$ cat src/rtl/bsg_manycore_pkg.sv
// Shared manycore types: return-packet op field, fence FSM states, return-packet width helper.
// No logic here; latency and backpressure are owned by the modules that import it.
package bsg_manycore_pkg;

  localparam int ret_op_width_gp = 5;

  typedef enum logic [1:0] {
    e_fence_idle  = 2'd0,
    e_fence_drain = 2'd1,
    e_fence_ack   = 2'd2
  } fence_state_e;

  function automatic int ret_packet_width(input int x_cord_width, input int y_cord_width);
    return ret_op_width_gp + y_cord_width + x_cord_width;
  endfunction

endpackage

$ cat src/rtl/bsg_fifo_1r1w_small.sv
// Small circular-buffer FIFO, one push and one pop per cycle; data appears one cycle after push (no bypass).
// Backpressure: ready_o drops when full, so a push and a pop on a full FIFO accept only the pop.
module bsg_fifo_1r1w_small #(
  parameter int width_p = 8,
  parameter int els_p   = 4
) (
  input  logic               clk_i,
  input  logic               reset_i,
  input  logic               v_i,
  output logic               ready_o,
  input  logic [width_p-1:0] data_i,
  output logic               v_o,
  output logic [width_p-1:0] data_o,
  input  logic               yumi_i
);

  localparam int ptr_width_lp = (els_p > 1) ? $clog2(els_p) : 1;
  localparam int cnt_width_lp = $clog2(els_p + 1);

  logic [width_p-1:0]      mem_q [els_p];
  logic [ptr_width_lp-1:0] wptr_q, wptr_d, rptr_q, rptr_d;
  logic [cnt_width_lp-1:0] cnt_q, cnt_d;
  logic                    push, pop;

  assign ready_o = (cnt_q != cnt_width_lp'(els_p));
  assign v_o     = (cnt_q != '0);
  assign data_o  = mem_q[rptr_q];
  assign push    = v_i & ready_o;
  assign pop     = yumi_i & v_o;

  always_comb begin
    wptr_d = wptr_q;
    rptr_d = rptr_q;
    cnt_d  = cnt_q;
    // Pointers wrap explicitly so non-power-of-two depths work.
    if (push) wptr_d = (wptr_q == ptr_width_lp'(els_p - 1)) ? '0 : wptr_q + ptr_width_lp'(1);
    if (pop)  rptr_d = (rptr_q == ptr_width_lp'(els_p - 1)) ? '0 : rptr_q + ptr_width_lp'(1);
    if (push && !pop)      cnt_d = cnt_q + cnt_width_lp'(1);
    else if (!push && pop) cnt_d = cnt_q - cnt_width_lp'(1);
  end

  always_ff @(posedge clk_i or negedge reset_i) begin
    if (!reset_i) begin
      wptr_q <= '0;
      rptr_q <= '0;
      cnt_q  <= '0;
    end else begin
      wptr_q <= wptr_d;
      rptr_q <= rptr_d;
      cnt_q  <= cnt_d;
    end
  end

  always_ff @(posedge clk_i) begin
    if (push) mem_q[wptr_q] <= data_i;
  end

endmodule

$ cat src/rtl/bsg_manycore_store_tracker.sv
// Outstanding remote-store tracker: credit-gated store issue, drain-to-zero fence, queued store acknowledges.
// Fence yumi at least one cycle after request; stores stall at the credit limit or during a fence; commits stall when the return queue is full.
module bsg_manycore_store_tracker
  import bsg_manycore_pkg::*;
#(
  parameter int x_cord_width_p  = 4,
  parameter int y_cord_width_p  = 4,
  parameter int max_out_p       = 16,
  parameter int ret_fifo_els_p  = 4,
  localparam int ret_packet_width_lp = ret_packet_width(x_cord_width_p, y_cord_width_p),
  localparam int cntr_width_lp       = $clog2(max_out_p + 1)
) (
  input  logic                           clk_i,
  input  logic                           reset_i,
  input  logic [x_cord_width_p-1:0]      my_x_i,
  input  logic [y_cord_width_p-1:0]      my_y_i,
  input  logic                           req_v_i,
  output logic                           req_yumi_o,
  output logic                           net_v_o,
  input  logic                           net_ready_i,
  input  logic                           ret_v_i,
  output logic                           ret_ready_o,
  input  logic                           fence_v_i,
  output logic                           fence_yumi_o,
  input  logic                           commit_v_i,
  input  logic [x_cord_width_p-1:0]      commit_from_x_i,
  input  logic [y_cord_width_p-1:0]      commit_from_y_i,
  output logic                           commit_ready_o,
  output logic                           ret_v_o,
  output logic [ret_packet_width_lp-1:0] ret_data_o,
  input  logic                           ret_ready_i,
  output logic [cntr_width_lp-1:0]       cntr_o,
  output logic                           full_o,
  output logic                           underflow_o
);

  typedef struct packed {
    logic [ret_op_width_gp-1:0] op;
    logic [y_cord_width_p-1:0]  y_cord;
    logic [x_cord_width_p-1:0]  x_cord;
  } ret_packet_s;

  fence_state_e             state_q, state_d;
  logic [cntr_width_lp-1:0] cntr_q, cntr_d;
  logic                     underflow_q, underflow_d;
  logic                     fire;
  logic                     commit_self;
  logic                     fifo_ready;
  ret_packet_s              commit_pkt;

  assign full_o      = (cntr_q == cntr_width_lp'(max_out_p));
  assign cntr_o      = cntr_q;
  assign underflow_o = underflow_q;
  assign ret_ready_o = 1'b1;

  assign net_v_o    = req_v_i & ~full_o & ~fence_v_i & (state_q == e_fence_idle);
  assign fire       = net_v_o & net_ready_i;
  assign req_yumi_o = fire;

  // A simultaneous issue and acknowledge cancel out, even at zero or at the limit.
  always_comb begin
    cntr_d      = cntr_q;
    underflow_d = underflow_q;
    if (fire && !ret_v_i) begin
      cntr_d = cntr_q + cntr_width_lp'(1);
    end else if (!fire && ret_v_i) begin
      if (cntr_q != '0) cntr_d = cntr_q - cntr_width_lp'(1);
      else              underflow_d = 1'b1;
    end
  end

  always_comb begin
    state_d      = state_q;
    fence_yumi_o = 1'b0;
    case (state_q)
      e_fence_idle:  if (fence_v_i) state_d = (cntr_q == '0) ? e_fence_ack : e_fence_drain;
      e_fence_drain: if (cntr_q == '0) state_d = e_fence_ack;
      e_fence_ack: begin
        fence_yumi_o = 1'b1;
        state_d      = e_fence_idle;
      end
      default:       state_d = e_fence_idle;
    endcase
  end

  always_ff @(posedge clk_i or negedge reset_i) begin
    if (!reset_i) begin
      state_q     <= e_fence_idle;
      cntr_q      <= '0;
      underflow_q <= 1'b0;
    end else begin
      state_q     <= state_d;
      cntr_q      <= cntr_d;
      underflow_q <= underflow_d;
    end
  end

  // Self-addressed commits need no acknowledge packet, so they never wait on the queue.
  assign commit_self    = ({commit_from_y_i, commit_from_x_i} == {my_y_i, my_x_i});
  assign commit_ready_o = fifo_ready | (commit_v_i & commit_self);

  always_comb begin
    commit_pkt        = '0;
    commit_pkt.y_cord = commit_from_y_i;
    commit_pkt.x_cord = commit_from_x_i;
  end

  bsg_fifo_1r1w_small #(
    .width_p (ret_packet_width_lp),
    .els_p   (ret_fifo_els_p)
  ) ret_fifo (
    .clk_i   (clk_i),
    .reset_i (reset_i),
    .v_i     (commit_v_i & ~commit_self),
    .ready_o (fifo_ready),
    .data_i  (commit_pkt),
    .v_o     (ret_v_o),
    .data_o  (ret_data_o),
    .yumi_i  (ret_v_o & ret_ready_i)
  );

  fence_held_until_yumi: assert property (
    @(posedge clk_i) disable iff (!reset_i) (state_q != e_fence_idle) |-> fence_v_i
  );

endmodule

$ cat config.mk
export PLATFORM = sky130hd
export DESIGN_NAME = bsg_manycore_store_tracker
export DESIGN_NICKNAME = d
export VERILOG_FILES = /design/src/rtl/bsg_manycore_pkg.sv /design/src/rtl/bsg_fifo_1r1w_small.sv /design/src/rtl/bsg_manycore_store_tracker.sv
export SDC_FILE = /design/constraint.sdc
export NUM_CORES = 1
export LEC_CHECK = 0
export CORE_MARGIN = 2
export CORE_UTILIZATION = 49
export CTS_CLUSTER_DIAMETER = 100
export DETAILED_ROUTE_END_ITERATION = 10
export MAX_ROUTING_LAYER = met4
export PLACE_DENSITY = 0.87
export SLEW_MARGIN = 15
export SYNTH_ARGS = -nofsm -noshare
export SYNTH_HDL_FRONTEND = slang
export SYNTH_HIERARCHICAL = 1
export SYNTH_SLANG_ARGS = --single-unit
$ cat constraint.sdc
create_clock -name clk_i -period 2.43 [get_ports clk_i]
set_input_delay 0.729 -clock clk_i [delete_from_list [all_inputs] [get_ports clk_i]]
set_output_delay 0.729 -clock clk_i [all_outputs]
set_load 0.005 [all_outputs]
* Word level (Yosys, flattened, before mapping)
Memories as Yosys holds them, arrays and structs flattened. Index checks and enable logic that the tools add are counted.
Cells by class: add/sub/neg operators 6, equality and inequality tests 9, muxes and demuxes 14, bitwise logic cells 15, reduce and logical (&&, ||, !) cells 18
Operator list (count):
- 2-to-1 mux 5 bit | 3
- 2-to-1 mux 2 bit | 5
- AND 1 bit | 9
- equality test 8 bit | 1
- equality test 2 bit, second input constant | 3
- 2-to-1 mux 3 bit | 2
- nonzero test 2 bit | 3
- adder 5 x 1 -> 5 bit, second input constant | 1
- equality test 5 bit, second input constant | 1
- logical NOT 5 bit | 1
- inverter 1 bit | 5
- nonzero test 5 bit | 1
- subtractor 5 x 1 -> 5 bit, second input constant | 1
- adder 2 x 1 -> 2 bit, second input constant | 2
- logical AND 1 bit | 4
- logical NOT 1 bit | 4
- != test 2 bit, second input constant | 2
- one-hot mux 2 bit (2 select lines) | 1
- AND reduction 2 bit | 2
- adder 3 x 1 -> 3 bit, second input constant | 1
- 2-to-1 mux 1 bit | 3
- != test 3 bit, second input constant | 1
- AND reduction 3 bit | 1
- nonzero test 3 bit | 1
- 4 further kinds | 4
Storage, ports and cells: flip-flop bits (word level) 15, memory bits (writable) 32, input port bits 24, output and inout bits 26, memories kept 1
Memories:
- ret_fifo.mem_q | depth 4, width 8, read ports 1, clocked after Yosys merged registers in 0, write ports 1, RTL line bsg_fifo_1r1w_small.sv:20 | logic [width_p-1:0] mem_q [els_p];

* Logic depth before layout (Yosys ltp)
depth in word-level cells 10, gate-level depth with buffers 11, depth with buffers taken out 11

* Modules after synthesis
Netlist, hierarchy kept.
Modules (own cells, without submodules):
- bsg_fifo_1r1w_small | instances 1, cells each 105, area an instance 2347.3 um^2, sequential area each 1736.7 um^2
- bsg_manycore_store_tracker | instances 1, cells each 68, area an instance 680.7 um^2, sequential area each 200.2 um^2

* Least setup slack after synthesis
OpenSTA, ideal clock, no wires.
path kind in2reg, start point input fence_v_i, end point register cntr_q[4], in the netlist cntr_o[4], library setup time 0.129 ns, data arrival time 2.591 ns, path slack -0.290 ns, cell stages on the path 10, cell sequence nand2b_1 -> nor4_4 -> and2_1 -> ha_1 -> inv_1 -> ha_1 -> nand2b_1 -> a21o_1 -> a311oi_1 -> a21oi_1
On the way: longest elaborated chain between the ends 8, elaborated cells between the ends (all ways) 11, classes of those cells mux (1); bitwise (4); reduce/logical (6)
Ends and longest elaborated chain:
- from (decl) | RTL line bsg_manycore_store_tracker.sv:23 | input logic fence_v_i,
- inverter 1 bit (*) | RTL line bsg_manycore_store_tracker.sv:56 | assign net_v_o = req_v_i & ~full_o & ~fence_v_i & (state_q == e_fence_idle);
- AND 1 bit (*) (2 in series) | RTL line bsg_manycore_store_tracker.sv:56
- net net_v_o | RTL line bsg_manycore_store_tracker.sv:19 | output logic net_v_o,
- AND 1 bit (*) | RTL line bsg_manycore_store_tracker.sv:57 | assign fire = net_v_o & net_ready_i;
- net req_yumi_o | RTL line bsg_manycore_store_tracker.sv:18 | output logic req_yumi_o,
- logical NOT 1 bit | RTL line bsg_manycore_store_tracker.sv:66 | end else if (!fire && ret_v_i) begin
- logical AND 1 bit | RTL line bsg_manycore_store_tracker.sv:66
- nonzero test 2 bit (no line)
- AND reduction 2 bit (no line)
- to (signal assigned) | RTL line bsg_manycore_store_tracker.sv:93 | cntr_q <= cntr_d;
- to (decl) | RTL line bsg_manycore_store_tracker.sv:44 | logic [cntr_width_lp-1:0] cntr_q, cntr_d;
The timed path passes the listed nets; every way through them passes the cells marked *. A chain may end at the register's enable or synchronous reset.

* Final worst setup path
start point register cntr_q[2], in the netlist cntr_o[2], end point register cntr_q[4], in the netlist cntr_o[4]
On the way: longest elaborated chain between the ends 10, elaborated cells between the ends (all ways) 18, classes of those cells add/sub (2); eq/ne (1); mux (3); bitwise (5); reduce/logical (7)
Ends and longest elaborated chain:
- equality test 5 bit | RTL line bsg_manycore_store_tracker.sv:51 | assign full_o = (cntr_q == cntr_width_lp'(max_out_p));
- inverter 1 bit | RTL line bsg_manycore_store_tracker.sv:56
- AND 1 bit (3 in series) | RTL line bsg_manycore_store_tracker.sv:56
- AND 1 bit | RTL line bsg_manycore_store_tracker.sv:57
- logical NOT 1 bit | RTL line bsg_manycore_store_tracker.sv:66
- logical AND 1 bit | RTL line bsg_manycore_store_tracker.sv:66
- nonzero test 2 bit (no line)
- AND reduction 2 bit (no line)
Parallel ways exist; a longest one is shown, timed or not. The select of a mux whose other input is x is not followed.

==> metrics <==
outcome complete, but fails checks; violated checks setup timing; drt drc 0; top-count cell post-synth edfxtp_1; number of enable flip-flop cells after synthesis 52; drt total wl 6.75 mm; r2r setup slk -0.11 ns; Final Util 0.736; GP Congestion 0.849; placed insts 347; htree depth 3; dpl hpwl 4.39 mm; RSZ-0062 raised after global routing yes; clk buf depth 2; Yosys cell types 39; Die H 82.6 um; # port buffers 48; # nets final 330; Detailed Route Iter0 Violations 126; synth warn 6; CTS tree done; post-route ant nets 0; Tightest Hold Check Type flop to flop; Crit. End Element flop; Crit Path Class flop to flop; sw power 1500 uW; Post-Syn Area 0.00303 mm^2; antenna violations before repair 0; CTS root buffer clkbuf_8; die width 82.6 um; # Max-Cap Violations 0; part of the power in registers 0.352; Synth Area in Adders 0.0587; clk_lat worst skew 0.34 ns; main combinational cell family by area after synthesis multiplexers; Post-synth top cells edfxtp_1 (52), dfrtp_1 (15), xor2_1 (12); PD cells 1140 mW/mm^2; switching portion of total power 0.301; first-pass GRT wire length 10.4 mm; layout overhead on the synthesized area 44.7%; via density per instance 5.09; ranking of synthesized cells by area edfxtp_1 (52%), dfrtp_1 (12%), mux4_2 (8.2%), ha_1 (4.5%), xor2_1 (3.5%); Leak Pwr 0.00175 uW; period utilization 1.04; flops & latches, synth 67; final setup margin -0.109 ns; crit-path max FO 3; n_diodes 0; per-cell routed wire length 18.1 um; slowest stage cell, crit path dfrtp_1; DIE AREA 0.00682 mm^2; # setup viols final 3; Sink Count 67; max incr delay on CP 0.42 ns; Worst-path clk slew 0.07 ns; Post-Synthesis Cells 173; Design Power 4990 uW; Max Slew Vio Count 0; pin count of the biggest net entering global routing 16; Synth Area in Simple Gates 0.0665; DP Area 0.00396 mm^2; peak supply drop 0.000751 V; syn_area_per_cell 17.5 um^2; clock share of power 0.214; worst hold margin 0.469 ns; CP required 2.65 ns; DR pass1 iterations 4; io pins 50; post-synthesis xor/xnor area fraction 0.0405; starting density of the core 0.508; total CTS buffers 9; layout cells sized above 1 0.440; design area 0.00438 mm^2; share of the synthesized area in the top cell type 0.516; Primary FF master, synth edfxtp_1; Max Freq 0.394 GHz; post-synthesis compound-gate area fraction 0.0488; final std cells w/o fill 373; WP data arrival 2.76 ns; worst path cell trace nor4_4 > and2_4 > nor4_4 > and2_4 > buf_6 > ha_4 > fa_2 > nand2b_4 > a2111oi_4 > a21o_1 > a21oi_1; Row Count 28; Final Hold Vio Count 0; Core Region 0.00596 mm^2; Tmin final 2.54 ns; vias in the first global route 2117; Comb pwr share 0.434; CP Launch Type flop; Synth area leader edfxtp_1; post-synthesis sequential area ratio 0.640; Congestion Overflow GR 0; clock skew 0.0107 ns; gr usage total 0.230; Internal 3490 uW; post-synthesis mux area share 0.120; total number of vias 1900; asr flop ratio synth 0.224
flip-flops by register name (all words and copies together) (netlist names):
name and count:
cntr_o 5, state_q 2, ret_fifo/wptr_q 2, ret_fifo/cnt_q 3, ret_fifo/rptr_q 2, underflow_o 1, ret_fifo/mem_q 52
critical path, delay by kind of cell, from the launching register on:
kind / cells / cell delay, ns
AO/OA/AOI/OAI: 3 / 0.49
adder cells (fa/ha/maj): 2 / 0.51
buffers and inverters: 1 / 0.11
flip-flops: 1 / 0.42
AND/OR/NAND/NOR: 5 / 0.87
layout by cell type (no fill, tap or decap), drive strengths merged:
cell           instances
o21bai                 2
buf                   57
o31ai                  1
a311oi                 1
a21boi                 2
fa                     2
bufinv                 3
a31o                   1
nor2b                  2
xor2                  12
a2111oi                1
and2                   7
mux4                  13
a21oi                  2
conb                  21
ha                    11
dfrtp                 15
nor4                   4
nand2b                 3
clkdlybuf4s15          9
or3                    1
mux2                   5
clkbuf                20
clkinv                 1
edfxtp                52
clkdlybuf4s50         13
xnor2                  2
nor2                   9
a21o                   4
clkinvlp               1
o21ai                  2
inv                    7
dlygate4sd2            6
nand2                  6
worst paths after layout:
kind / from / endpoint / cells past startpoint
worst max register to register: cntr_o[2] / cntr_o[4] / 11
max in group asynchronous: reset_i / ret_fifo/cnt_q[2] / 2
worst min-delay path: underflow_o / underflow_o / 1
min in group asynchronous: reset_i / ret_fifo/cnt_q[1] / 2
worst min register to register: underflow_o / underflow_o / 1
worst max-delay path: cntr_o[2] / cntr_o[4] / 11
cell families after synthesis:
kind of cell | Yosys count
buf+inv | 11
xor+xnor | 14
other cells | 2
fa+ha+maj | 13
simple gates | 32
flops | 67
mux | 18
compound gates | 16
routing by layer:
| metal | share of wire | GRT usage | wire length (um) | vias up |
|---|---|---|---|---|
| li1 | - | - | - | 866 |
| met3 | 0.034 | 0.0424 | 227 | 17 |
| met5 | 0 | - | 0 | - |
| met2 | 0.57 | 0.417 | 3830 | 53 |
| met4 | 0.030 | 0.131 | 205 | 0 |
| met1 | 0.37 | 0.230 | 2480 | 964 |
power by group through the flow:
stage | Clock [uW] | Sequential, uW | Combinational, uW
6_report | 1070 | 1760 | 2170
5_1_grt | 1140 | 1790 | 2360
4_1_cts | 1090 | 1750 | 2110
3_5_place_dp | 0 | 1750 | 1980
3_3_place_gp | 0 | 1720 | 1910
2_1_floorplan | 0 | 1720 | 1070
stage by stage:
| step | setup WS (ns) | TNS, ns |
|---|---|---|
| floorplan | -0.115 | -0.149 |
| global placement | -0.886 | -30.10 |
| detailed placement | -0.881 | -31.80 |
| CTS | -0.0903 | -0.276 |
| global route | -0.245 | -0.475 |
| finish | -0.109 | -0.157 |
layout make-up:
type	instances	area, um^2
inverter	7	28.8
sequential	67	1940
clock buffer	11	131
clock inverter	5	101
multi-input combinational	114	1280
timing repair buffer	94	808
tap	75	93.8
fill	378	1570
timing repair:
action,CTS,global route
resized for setup,101,40
cloned,1,0
setup buffers,11,2
setup endpoints to repair,74,15
pin swaps,22,14
hold buffers,0,0
No activity file was read; power rests on OpenSTA's default activity.
